## src/rtl/rv32_pkg.sv

```systemverilog
// Shared RV32 definitions for the M-extension unit.
//   XLEN              : architectural register width
//   DIV_OVF_DIVIDEND  : most-negative dividend (signed overflow case)
//   muldiv_op_e       : M-extension op, encoded exactly as funct3
//   muldiv_state_e    : muldiv sequencer states
//   cneg32/cneg64     : conditional two's-complement negate helpers
package rv32_pkg;

  localparam int XLEN = 32;
  localparam logic [XLEN-1:0] DIV_OVF_DIVIDEND = 32'h8000_0000;

  typedef enum logic [2:0] {
    OP_MUL    = 3'b000,
    OP_MULH   = 3'b001,
    OP_MULHSU = 3'b010,
    OP_MULHU  = 3'b011,
    OP_DIV    = 3'b100,
    OP_DIVU   = 3'b101,
    OP_REM    = 3'b110,
    OP_REMU   = 3'b111
  } muldiv_op_e;

  typedef enum logic [1:0] {
    IDLE = 2'd0,
    CALC = 2'd1,
    FIX  = 2'd2,
    DONE = 2'd3
  } muldiv_state_e;

  // Negate v when n is set; with n = sign bit this yields the magnitude.
  function automatic logic [XLEN-1:0] cneg32(input logic [XLEN-1:0] v, input logic n);
    return n ? (~v + 1'b1) : v;
  endfunction

  function automatic logic [2*XLEN-1:0] cneg64(input logic [2*XLEN-1:0] v, input logic n);
    return n ? (~v + 1'b1) : v;
  endfunction

endpackage

```

## src/rtl/rv32_muldiv_unit.sv

```systemverilog
// Iterative RV32M multiply/divide unit. Fixed 34-cycle latency from the
// accepting edge to the end of the done pulse, special cases included.
// Ports:
//   clk, rst          : clock, async active-high reset
//   start             : request (sampled in IDLE/DONE only)
//   funct3            : M-extension op select
//   data1, data2      : rs1 / rs2 operands (valid only in the start cycle)
//   rd_sel            : destination register index
//   busy              : high in CALC and FIX
//   done              : one-cycle result-valid pulse
//   rd, rsW, RegWEn   : register-file write-back data, index, enable
module rv32_muldiv_unit
  import rv32_pkg::*;
#(
  parameter int REGF_WIDTH = 32,
  parameter int SELECTORS  = 5
) (
  input  logic                  clk,
  input  logic                  rst,
  input  logic                  start,
  input  logic [2:0]            funct3,
  input  logic [REGF_WIDTH-1:0] data1,
  input  logic [REGF_WIDTH-1:0] data2,
  input  logic [SELECTORS-1:0]  rd_sel,
  output logic                  busy,
  output logic                  done,
  output logic [REGF_WIDTH-1:0] rd,
  output logic [SELECTORS-1:0]  rsW,
  output logic                  RegWEn
);

  muldiv_state_e          state, state_nxt;
  muldiv_op_e             op, op_in;
  logic [4:0]             cnt;
  logic                   sign1, sign2;
  logic [XLEN-1:0]        a_raw;     // data1 as presented, for REM by zero
  logic [XLEN-1:0]        b_mag;     // divisor or multiplicand magnitude
  logic [2*XLEN-1:0]      acc;       // shared mul/div accumulator
  logic [SELECTORS-1:0]   sel_q;

  logic                   accept;
  logic                   s1_in, s2_in;
  logic [XLEN-1:0]        m1_in, m2_in;

  assign op_in  = muldiv_op_e'(funct3);
  assign accept = start && (state == IDLE || state == DONE);

  // Which operands are treated as signed for this op
  assign s1_in = (op_in == OP_MULH) || (op_in == OP_MULHSU) ||
                 (op_in == OP_DIV)  || (op_in == OP_REM);
  assign s2_in = (op_in == OP_MULH) || (op_in == OP_DIV) || (op_in == OP_REM);
  assign m1_in = cneg32(data1, s1_in && data1[XLEN-1]);
  assign m2_in = cneg32(data2, s2_in && data2[XLEN-1]);

  // Multiply step: add multiplicand into the upper half when the current
  // multiplier LSB is set, then shift the whole 65-bit result right.
  logic [XLEN:0]          sum33;
  logic [2*XLEN-1:0]      mul_nxt;
  assign sum33   = {1'b0, acc[2*XLEN-1:XLEN]} + (acc[0] ? {1'b0, b_mag} : '0);
  assign mul_nxt = {sum33, acc[XLEN-1:1]};

  // Restoring divide step: upper half is the partial remainder, lower half
  // shifts dividend bits out at the top and quotient bits in at the bottom.
  logic [XLEN:0]          rem_sh;
  logic [XLEN-1:0]        diff;
  logic                   ge;
  logic [2*XLEN-1:0]      div_nxt;
  assign rem_sh  = {acc[2*XLEN-1:XLEN], acc[XLEN-1]};
  assign ge      = rem_sh >= {1'b0, b_mag};
  // When ge holds the true difference is below b_mag, so 32 bits suffice.
  assign diff    = rem_sh[XLEN-1:0] - b_mag;
  assign div_nxt = {(ge ? diff : rem_sh[XLEN-1:0]), acc[XLEN-2:0], ge};

  // Sign fix-up and special cases
  logic [2*XLEN-1:0]      prod;
  logic [XLEN-1:0]        quo, rem, res;
  logic                   div0, ovf;
  assign prod = cneg64(acc, sign1 ^ sign2);
  assign quo  = cneg32(acc[XLEN-1:0], sign1 ^ sign2);
  assign rem  = cneg32(acc[2*XLEN-1:XLEN], sign1);
  assign div0 = (b_mag == '0);
  // sign2 is only ever set for signed ops, so sign2 && |b|==1 means b == -1
  assign ovf  = (a_raw == DIV_OVF_DIVIDEND) && sign2 && (b_mag == 32'd1);

  always_comb begin
    res = '0;
    case (op)
      OP_MUL:                       res = prod[XLEN-1:0];
      OP_MULH, OP_MULHSU, OP_MULHU: res = prod[2*XLEN-1:XLEN];
      OP_DIV, OP_DIVU:              res = div0 ? '1 : (ovf ? DIV_OVF_DIVIDEND : quo);
      OP_REM, OP_REMU:              res = div0 ? a_raw : (ovf ? '0 : rem);
      default:                      res = '0;
    endcase
  end

  always_comb begin
    state_nxt = state;
    case (state)
      IDLE: if (start) state_nxt = CALC;
      CALC: if (cnt == 5'd31) state_nxt = FIX;
      FIX:  state_nxt = DONE;
      DONE: state_nxt = start ? CALC : IDLE;
      default: state_nxt = IDLE;
    endcase
  end

  always_ff @(posedge clk or posedge rst) begin
    if (rst) state <= IDLE;
    else     state <= state_nxt;
  end

  always_ff @(posedge clk or posedge rst) begin
    if (rst) begin
      op    <= OP_MUL;
      cnt   <= '0;
      sign1 <= 1'b0;
      sign2 <= 1'b0;
      a_raw <= '0;
      b_mag <= '0;
      acc   <= '0;
      sel_q <= '0;
      rd    <= '0;
      rsW   <= '0;
    end else begin
      if (accept) begin
        op    <= op_in;
        cnt   <= '0;
        sign1 <= s1_in && data1[XLEN-1];
        sign2 <= s2_in && data2[XLEN-1];
        a_raw <= data1;
        sel_q <= rd_sel;
        if (funct3[2]) begin
          acc   <= {{XLEN{1'b0}}, m1_in};
          b_mag <= m2_in;
        end else begin
          acc   <= {{XLEN{1'b0}}, m2_in};
          b_mag <= m1_in;
        end
      end else if (state == CALC) begin
        cnt <= cnt + 5'd1;
        acc <= op[2] ? div_nxt : mul_nxt;
      end else if (state == FIX) begin
        rd  <= res;
        rsW <= sel_q;
      end
    end
  end

  assign busy   = (state == CALC) || (state == FIX);
  assign done   = (state == DONE);
  assign RegWEn = done && (rsW != '0);

endmodule

```

## config.mk

```make
export PLATFORM = sky130hd
export DESIGN_NAME = rv32_muldiv_unit
export DESIGN_NICKNAME = d
export VERILOG_FILES = /design/src/rtl/rv32_pkg.sv /design/src/rtl/rv32_muldiv_unit.sv
export SDC_FILE = /design/constraint.sdc
export NUM_CORES = 1
export LEC_CHECK = 0
export ABC_CLOCK_PERIOD_IN_PS = 7120
export BUFFER_PORTS_ARGS = -buffer_cell sky130_fd_sc_hd__buf_2
export CAP_MARGIN = 20
export CORE_MARGIN = 8
export CORE_UTILIZATION = 56
export DETAILED_ROUTE_END_ITERATION = 10
export GPL_ROUTABILITY_DRIVEN = 1
export PLACE_DENSITY = 0.82
export SETUP_SLACK_MARGIN = 0.3
export SYNTH_ARGS = -nofsm -noshare
export SYNTH_HDL_FRONTEND = slang
export SYNTH_SLANG_ARGS = --single-unit
export TNS_END_PERCENT = 30
```

## constraint.sdc

```tcl
create_clock -name clk -period 7.12 [get_ports clk]
set_input_delay 1.424 -clock clk [delete_from_list [all_inputs] [get_ports clk]]
set_output_delay 1.424 -clock clk [all_outputs]
set_load 0.005 [all_outputs]
```

==> results by group <==
Outcome
  – Status: finished clean

STA
  – Final Max Tran Viols: 0
  – Hold Violations, Final: 0
  – Final setup TNS: 0 ns
  – Fmax: 207 MHz
  – Min Hold Slack: 0.474 ns
  – Clk_skew: 0.0178 ns
  – Slew @ Worst Pin: 1.14 ns
  – Period utilisation layout: 0.677
  – Slew headroom: 0.240
  – Setup ws final: 2.30 ns
  – RSZ-0062 raised after global routing: no
  – Crit path time final: 4.82 ns
  – Setup Viol. Count Final: 0

Placed design
  – Global placement routability congestion: 1.06
  – Dpl ws: 2.63 ns
  – Dpl cells: 2569
  – Placed Area: 17300 um^2
  – Hpwl dp: 50000 um
  – PortBufs: 114

CTS
  – CTS tree: built
  – CTS clk-pin slew, worst paths: 0.08 ns
  – Resize count post-CTS: 0
  – Longest Clk Path Bufs: 2
  – CTS Hold Bufs: 0
  – Clock sink count: 182
  – Root buffer cell: clkbuf_16
  – Worst skew pair latency: 0.46 ns
  – CTS buffer count: 17
  – H-tree depth: 4
  – Postcts setup bufs: 0

Drt
  – Initial DRC count: 2525
  – Wirelength per Cell: 24.9 um
  – Via/cell ratio: 6.74
  – Number of remaining DRC errors: 0
  – DR vias: 17.5k
  – Post-Route WL: 64900 um
  – Drt first pass iters: 7
  – Post-route ant nets: 0

Synth
  – Ranking of synthesized cells by area: dfrtp_1 28%, nand2_1 7.4%, a21oi_1 6.3%, ha_1 5.7%, xor2_1 5.5%
  – Synth Area in Simple Gates: 0.205
  – Async SR Flop Fraction: 1.00
  – Synth Area in Compound Gates: 0.263
  – Cell area after synthesis: 16600 um^2
  – Number of synthesized flops with an enable pin: 0
  – Post-Syn Nets: 2346
  – Ys Warns: 0
  – Seq/Total Area, Yosys: 0.275
  – Adder-cell share of the synthesized area: 0.0591
  – Leading area contributor after synthesis: dfrtp_1
  – Synth Area in XOR/XNOR: 0.107
  – Syn Inst Count: 2194
  – Mux contribution to synthesized area: 0.0396
  – Post-Syn Area per Cell: 7.55 um^2
  – Ys flop type: dfrtp_1
  – Largest family of logic cells by synthesized area: compound AO/OA/AOI/OAI gates
  – FF+latch count, synth: 182
  – Yosys cell types: 79
  – Area share of the largest cell type after synthesis: 0.275

Floorplan
  – Die area: 35300 um^2
  – Core Box Area: 29400 um^2
  – Initial Util: 0.563
  – Rows: 63
  – Die W: 188 um
  – # IOs: 115
  – Die H: 188 um

Pwr
  – Leak: 7.95 nW
  – Clk network pwr share: 0.098
  – Combinational power share: 0.668
  – Switching Fraction: 0.554
  – Switch Pwr: 5.64 mW
  – Power Internal: 4.54 mW
  – Pwr/cell area: 570 nW/um^2
  – Flop pwr share: 0.234
  – Total power: 10.2 mW
  – Max VDD drop: 0.000264 V

Setup path
  – Reg-to-reg slack, setup: 2.30 ns
  – Critical path class: reg2reg
  – CP required: 7.44 ns
  – Worst EP arrival: 5.14 ns
  – Worst Setup End Kind: register
  – Crit path launch type: register
  – Worst-path fanout max: 35

GRT
  – Global-route wire length before repair: 98500 um
  – Initial antenna violation count: 3
  – Largest net degree at the start of global routing: 106
  – Number of global-route vias before repair: 16.4k
  – Gr usage total: 0.359
  – Total gr overflow: 0

Final layout
  – Final Core Density: 0.608
  – Non-Filler Instances: 2604
  – Synthesis-to-layout area growth: 7.98%
  – Nets: 2351
  – Final Cell Area: 17900 um^2
  – Fraction of layout cells with a size suffix above 1: 0.0945
  – FILL cells: 2733

Flow run
  – Max-cap violations: 0

Min path
  – HP Class: reg2reg
==> per-layer routing <==
metal / track usage / share of wire / up-vias
li1: - / - / 7864
met1: 0.473 / 0.40 / 8356
met2: 0.540 / 0.44 / 1121
met3: 0.0893 / 0.11 / 199
met4: 0.179 / 0.053 / 0
met5: 0 / 0 / -
==> flip-flops by register name (all words and copies together) (netlist names) <==
name / count
acc: 64
a_raw: 32
b_mag: 32
rd: 32
cnt: 5
rsW: 5
sel_q: 5
op: 3
state: 2
sign1: 1
sign2: 1
==> critical path: stages, from the launching register on <==
cell and delay (ns):
dfrtp_1 0.72, ha_1 0.40, and3_1 0.25, and4_1 0.25, and4_1 0.21, a2111oi_0 0.93, nor2b_4 0.93, buf_4 0.35
mux2_2 0.37, a21oi_1 0.19, a21oi_1 0.08
==> cells by family (layout without fill, tap and decap cells) <==
family | Yosys count | in the layout
flip-flops | 182 | 182
other | 0 | 2
AO/OA/AOI/OAI | 698 | 698
XOR/XNOR | 203 | 203
buffers and inverters | 222 | 240
multiplexers | 64 | 64
AND/OR/NAND/NOR | 748 | 748
adder cells (fa/ha/maj) | 77 | 77
==> worst paths after layout <==
path,start,end,depth (start not counted)
setup / recovery,acc[55],acc[45],10
min in group asynchronous,rst,rd[10],2
setup reg to reg,acc[55],acc[45],10
max in group asynchronous,rst,acc[59],3
hold reg to reg,rd[7],rd[7],2
hold / removal,rd[7],rd[7],2
==> synthesized netlist by cell type (14+ instances only) <==
cell type,n
clkbuf_1,132
a21o_1,39
nor3_1,52
or4_1,14
nand4_1,14
nand2b_1,24
xor2_1,104
o21ai_0,170
a31oi_1,37
a211oi_1,26
nand3_1,15
o211ai_1,50
nor4_1,26
o221ai_1,17
o31ai_1,28
ha_1,75
nor2b_1,17
dfrtp_1,182
nor2_1,197
o22ai_1,25
xnor2_1,99
mux2i_1,52
a21oi_1,209
nand2_1,325
inv_1,71
==> power by group through the flow <==
stage	clock (mW)	sequential [mW]	combinational (mW)
6_report	0.995	2.38	6.81
5_1_grt	1.03	2.41	7.35
4_1_cts	0.988	2.32	6.62
3_5_place_dp	0	2.34	6.57
3_3_place_gp	0	2.31	6.47
2_1_floorplan	0	1.89	4.89
==> layout make-up <==
class / count / area, um^2 / area share
clock inverter: 13 / 156 / 0.00875
inverter: 72 / 275 / 0.0154
antenna: 2 / 5.00 / 0.000280
timing repair buffer: 136 / 756 / 0.0423
sequential: 182 / 4560 / 0.255
multi-input combinational: 1790 / 11200 / 0.626
tap: 390 / 488 / 0.0273
clock buffer: 19 / 443 / 0.0248
==> placed cells by master, fill, tap and decap left out, drive strengths merged, types with 6 or more instances in the layout <==
cell / synthesis / layout
nor3: 52 / 52
mux2i: 52 / 52
nand2b: 24 / 24
and3: 12 / 12
o221ai: 17 / 17
inv: 72 / 78
or2: 6 / 6
o21a: 10 / 10
o211ai: 50 / 50
nand2: 325 / 325
nor2: 197 / 197
o21ai: 174 / 174
o22ai: 25 / 25
and2: 10 / 10
clkbuf: 132 / 19
a21o: 39 / 39
mux2: 12 / 12
a211oi: 26 / 26
nand4: 14 / 14
a21oi: 209 / 209
xor2: 104 / 104
a22oi: 12 / 12
a31oi: 37 / 37
nor2b: 17 / 17
buf: 18 / 136
xnor2: 99 / 99
or3: 11 / 11
a31o: 6 / 6
ha: 75 / 75
o21bai: 7 / 7
nand3: 16 / 16
or4: 16 / 16
nor4: 27 / 27
o31ai: 28 / 28
o41ai: 10 / 10
dfrtp: 182 / 182
Note: power is estimated with default switching activity, not from simulation.
